===== src/rtl/boton_multicanal_pkg.sv =====
// rtl/boton_multicanal_pkg.sv - shared board timing constants and per-channel press states
package boton_multicanal_pkg;

  localparam int CLK_FREQ_HZ     = 50_000_000;
  localparam int ANTIREBOTE_10MS = 500_000;
  localparam int LONG_1S         = 50_000_000;

  // Level is implied by the state: IDLE is released, PRESSED/HELD are pressed.
  typedef enum logic [1:0] {
    ST_IDLE    = 2'd0,
    ST_PRESSED = 2'd1,
    ST_HELD    = 2'd2
  } btn_state_t;

endpackage


===== src/rtl/boton_canal.sv =====
// rtl/boton_canal.sv - one button channel: 2-FF sync, debounce, short/long press classifier
module boton_canal
  import boton_multicanal_pkg::*;
#(
  parameter int TIME_ANTIREBOTE = 10,
  parameter int MIN_TIME        = 500
) (
  input  logic i_clk,
  input  logic i_rst,
  input  logic i_btn,
  output logic o_level,
  output logic o_press,
  output logic o_release,
  output logic o_short,
  output logic o_long,
  output logic o_hold
);

  localparam int DB_W   = $clog2(TIME_ANTIREBOTE + 1);
  localparam int HOLD_W = $clog2(MIN_TIME + 1);

  logic              r_sync1, r_sync2;
  logic [DB_W-1:0]   r_db_cnt;
  logic [HOLD_W-1:0] r_hold_cnt;
  btn_state_t        r_state;
  logic              r_press, r_release, r_short, r_long;

  logic              w_level, w_differ, w_flip, w_reach;
  logic [DB_W-1:0]   w_db_cnt_nxt;
  logic [HOLD_W-1:0] w_hold_cnt_nxt;
  btn_state_t        w_state_nxt;
  logic              w_press_nxt, w_release_nxt, w_short_nxt, w_long_nxt;

  assign w_level  = (r_state != ST_IDLE);
  assign w_differ = (r_sync2 != w_level);
  assign w_flip   = w_differ && (r_db_cnt == DB_W'(TIME_ANTIREBOTE - 1));
  assign w_reach  = (r_hold_cnt == HOLD_W'(MIN_TIME - 1));

  always_comb begin
    w_state_nxt    = r_state;
    w_press_nxt    = 1'b0;
    w_release_nxt  = 1'b0;
    w_short_nxt    = 1'b0;
    w_long_nxt     = 1'b0;
    w_db_cnt_nxt   = (w_differ && !w_flip) ? r_db_cnt + DB_W'(1) : '0;
    case (r_state)
      ST_IDLE: begin
        if (w_flip) begin
          w_state_nxt = ST_PRESSED;
          w_press_nxt = 1'b1;
        end
      end
      ST_PRESSED: begin
        if (w_flip) begin
          w_state_nxt   = ST_IDLE;
          w_release_nxt = 1'b1;
          w_short_nxt   = 1'b1;
        end else if (w_reach) begin
          w_state_nxt = ST_HELD;
          w_long_nxt  = 1'b1;
        end
      end
      ST_HELD: begin
        if (w_flip) begin
          w_state_nxt   = ST_IDLE;
          w_release_nxt = 1'b1;
        end
      end
      default: w_state_nxt = ST_IDLE;
    endcase
    // Count starts from zero on the press edge and saturates once the long press is reached.
    if (r_state == ST_IDLE || w_state_nxt == ST_IDLE)
      w_hold_cnt_nxt = '0;
    else if (r_hold_cnt != HOLD_W'(MIN_TIME))
      w_hold_cnt_nxt = r_hold_cnt + HOLD_W'(1);
    else
      w_hold_cnt_nxt = r_hold_cnt;
  end

  always_ff @(posedge i_clk or posedge i_rst) begin
    if (i_rst) begin
      r_sync1    <= 1'b0;
      r_sync2    <= 1'b0;
      r_db_cnt   <= '0;
      r_hold_cnt <= '0;
      r_state    <= ST_IDLE;
      r_press    <= 1'b0;
      r_release  <= 1'b0;
      r_short    <= 1'b0;
      r_long     <= 1'b0;
    end else begin
      r_sync1    <= i_btn;
      r_sync2    <= r_sync1;
      r_db_cnt   <= w_db_cnt_nxt;
      r_hold_cnt <= w_hold_cnt_nxt;
      r_state    <= w_state_nxt;
      r_press    <= w_press_nxt;
      r_release  <= w_release_nxt;
      r_short    <= w_short_nxt;
      r_long     <= w_long_nxt;
    end
  end

  assign o_level   = w_level;
  assign o_press   = r_press;
  assign o_release = r_release;
  assign o_short   = r_short;
  assign o_long    = r_long;
  assign o_hold    = (r_state == ST_HELD);

endmodule


===== src/rtl/boton_multicanal.sv =====
// rtl/boton_multicanal.sv - N-channel push-button front end with short/long press events
module boton_multicanal
  import boton_multicanal_pkg::*;
#(
  parameter int N_BTN           = 4,
  parameter int TIME_ANTIREBOTE = 10,
  parameter int MIN_TIME        = 500,
  parameter int ACTIVE_LOW      = 0
) (
  input  logic             clk,
  input  logic             rst,
  input  logic [N_BTN-1:0] btn_in,
  output logic [N_BTN-1:0] btn_level,
  output logic [N_BTN-1:0] btn_press,
  output logic [N_BTN-1:0] btn_release,
  output logic [N_BTN-1:0] btn_short,
  output logic [N_BTN-1:0] btn_long,
  output logic [N_BTN-1:0] btn_hold
);

  logic [N_BTN-1:0] w_raw;

  assign w_raw = (ACTIVE_LOW != 0) ? ~btn_in : btn_in;

  for (genvar g = 0; g < N_BTN; g++) begin : g_canal
    boton_canal #(
      .TIME_ANTIREBOTE(TIME_ANTIREBOTE),
      .MIN_TIME       (MIN_TIME)
    ) u_canal (
      .i_clk    (clk),
      .i_rst    (rst),
      .i_btn    (w_raw[g]),
      .o_level  (btn_level[g]),
      .o_press  (btn_press[g]),
      .o_release(btn_release[g]),
      .o_short  (btn_short[g]),
      .o_long   (btn_long[g]),
      .o_hold   (btn_hold[g])
    );
  end

endmodule


===== config.mk =====
export PLATFORM = sky130hd
export DESIGN_NAME = boton_multicanal
export DESIGN_NICKNAME = d
export VERILOG_FILES = /design/src/rtl/boton_multicanal_pkg.sv /design/src/rtl/boton_canal.sv /design/src/rtl/boton_multicanal.sv
export SDC_FILE = /design/constraint.sdc
export NUM_CORES = 1
export LEC_CHECK = 0
export ABC_CLOCK_PERIOD_IN_PS = 2500
export CAP_MARGIN = 20
export CORE_AREA = 2 2 98 100
export DETAILED_ROUTE_END_ITERATION = 8
export DIE_AREA = 0 0 100 102
export PLACE_DENSITY = 0.7
export SYNTH_ARGS = -nofsm -noshare
export SYNTH_HDL_FRONTEND = slang
export SYNTH_HIERARCHICAL = 1
export SYNTH_SLANG_ARGS = --single-unit

===== constraint.sdc =====
create_clock -name clk -period 2.5 [get_ports clk]
set_input_delay 0.25 -clock clk [delete_from_list [all_inputs] [get_ports clk]]
set_output_delay 0.25 -clock clk [all_outputs]
set_load 0.01 [all_outputs]

==> impl_metrics.tcl <==
set metrics [dict create \
    syn_area_per_cell_um2 10.85 \
    grt_pass1_vias 3045 \
    final.period_utilization_pct 89.56 \
    area_growth_syn_to_layout_pct 14.24 \
    hold_ws_ns 0.3215 \
    ant_nets 0 \
    design_area_um2 5130 \
    io_buffers 29 \
    dp_slack_ns 0.5624 \
    num_rows 35 \
    cts_setup_buffers 0 \
    synth.mux.area_fraction_pct 0.8916 \
    maxSlewHeadroom_pct 45.90 \
    cts_sinks 84 \
    die_w_um 100 \
    dpl.cell_count 553 \
    drive_above_1_share_pct 12.04 \
    grt_use_met2_pct 27.23 \
    crit_fanout 6 \
    clk_latency_ns 0.36 \
    fillers 784 \
    clockBufferDepth 2 \
    leakage_nw 2.206 \
    cp-end-kind "primary output" \
    rsz0062_at_grt "no" \
    grt_usage_pct 16.75 \
    wire_per_inst_um 13.64 \
    antenna_cells 0 \
    arrival_ns 1.99 \
    cts_buffers 9 \
    path_clk_slew_ns 0.09 \
    fin_total_pwr_mw 2.735 \
    synth_top_family_by_area "simple AND/OR/NAND/NOR gates" \
    finalSetupTns_ns 0 \
    grt_util_met1_pct 22.55 \
    die_area_um2 10200 \
    synth_compound_area_share_pct 13.57 \
    fin_ws_ns 0.2609 \
    synthDistinctLibCells 46 \
    grt_max_degree 22 \
    yosys_most_used_dff "dfrtp_1" \
    drcViolationCount 0 \
    hold_buffers 0 \
    grt_overflow_total 0 \
    netlist_area_um2 4491 \
    place.gp.congestion 0.8130 \
    yosys.area.top_type "dfrtp_1" \
    grt_pass1_wl_um 13820 \
    dpl.hpwl_um 5569 \
    cts_resized 0 \
    firstDrtPassIters 4 \
    synth_edf_count 0 \
    synth_seq_area_share_pct 46.81 \
    ios 30 \
    vias_per_cell 5.326 \
    critPathLaunchType "flop" \
    hp-class "input pin to flop" \
    synth-xor-area-share_pct 7.913 \
    async_flop_share_pct 100.0 \
    fin_crit_ns 2.239 \
    totalWireLength_um 7747 \
    worst_slew_pin_slew_ns 0.8105 \
    antenna_found_initial 0 \
    grt_use_met3_pct 2.462 \
    yosys.area_share.simple_pct 18.11 \
    initialDrtViolationCount 108 \
    maxSlewViolCount 0 \
    cts_tree "yes" \
    max_freq_ghz 0.4466 \
    finalSetupViolations 0 \
    synth-adder-area-share_pct 8.916 \
    finalNetCount 491 \
    synth_area_leaders "dfrtp_1, ha_1, xnor2_1" \
    gr-max-usage-layer "met2" \
    initial_core_util_pct 49.30 \
    critPathKind "flop to primary output" \
    synth-seq-cells 84 \
    worstPathRequired_ns 2.25 \
    status "finished, final reports clean" \
    core_area_um2 9109 \
    synth_cells 414 \
    skew_ns 0.01461 \
    final_hold_viol_count 0 \
    clockRootBuffer "clkbuf_8" \
    vias 3025 \
    h-tree-depth 3 \
    dpl_cell_area_um2 4918 \
    syn_nets 452 \
    die_h_um 102 \
    ir_worst_vdd_uv 320.6 \
    finalCoreUtilization_pct 56.32 \
    instances_no_fill 568 \
    yosysTopAreaCellShare_pct 46.81 \
    p_per_area_nw_per_um2 533.2 \
    drv_cap 0 \
    yosys_warnings 6 \
]
cells by family (layout without fill, tap and decap cells):
kind of cell,after synthesis,count (layout)
AND/OR/NAND/NOR,142,142
XOR/XNOR,38,38
multiplexers,4,4
buffers and inverters,45,88
flip-flops,84,84
adder cells (fa/ha/maj),32,32
AO/OA/AOI/OAI,69,69
cell type report:
type                    instances  area, um^2  area share [%]
multi-input cells             285        2218           43.24
clock buffers                   9       123.9           2.415
well taps                     111       138.9           2.707
repair buffers                 30       297.8           5.805
inverters                      43       161.4           3.146
clock inverters                 6       87.58           1.707
flip-flops and latches         84        2102           40.98
registers in the layout, indices dropped and copies added, names as in the netlist:
| register | count |
|---|---|
| g_canal.u_canal/o_long | 4 |
| g_canal.u_canal/o_press | 4 |
| g_canal.u_canal/o_short | 4 |
| g_canal.u_canal/o_release | 4 |
| g_canal.u_canal/r_sync2 | 4 |
| g_canal.u_canal/r_db_cnt | 16 |
| g_canal.u_canal/r_state | 8 |
| g_canal.u_canal/r_sync1 | 4 |
| g_canal.u_canal/r_hold_cnt | 36 |
cells in the mapped netlist (all sizes together) (6+ instances only):
master / count
a21oi: 34
and2: 7
and3: 9
and3b: 7
and4bb: 6
dfrtp: 84
ha: 32
inv: 43
nand2: 20
nand3: 18
nor2: 45
nor3: 14
o211ai: 7
xnor2: 32
xor2: 6
layer usage:
layer  vias up  part of all wire (%)
met1      1475                    49
met3        13                   2.3
met2        34                    47
met5         -                     0
li1       1503                     -
met4         0                   1.9
path summary, 6_finish.rpt:
check	start	end	slack (ns)	cells after the start
hold reg to reg	g_canal[2].u_canal/r_sync1	g_canal[2].u_canal/r_sync2	0.35	0
hold / removal	btn_in[1]	g_canal[1].u_canal/r_sync1	0.32	1
setup reg to reg	g_canal[3].u_canal/r_state[0]	g_canal[3].u_canal/r_hold_cnt[8]	0.56	5
max in group asynchronous	rst	g_canal[1].u_canal/r_hold_cnt[1]	1.51	2
min in group asynchronous	rst	g_canal[3].u_canal/r_hold_cnt[3]	0.47	2
setup / recovery	g_canal[1].u_canal/r_state[1]	btn_level[1]	0.26	4
placed cells by master (no fill, tap or decap), types with 4 or more instances in the layout:
cell,n
ha_1,32
clkbuf_8,9
inv_1,43
mux2i_1,4
nand4_1,4
nand2_1,17
nand3_1,18
a21oi_1,28
nor2_1,45
and3b_1,7
o21ai_0,4
and3_1,9
nor3_1,14
clkdlybuf4s50_1,29
xor2_1,6
o211ai_1,4
dfrtp_1,84
xnor2_1,29
a21oi_2,6
power breakdown:
group | switching, mW | internal, mW | leakage [nW]
Combinational | 0.139 | 0.0946 | 0.952
Clock | 0.489 | 0.559 | 0.109
Sequential | 0.0469 | 1.41 | 1.14
worst max-delay path: stages (launching register included):
cell and delay [ns]:
dfrtp_1 0.48, inv_1 0.10, ha_1 0.28, inv_1 0.19
clkdlybuf4s50_1 0.57
Power figures use the tool's default switching activity.
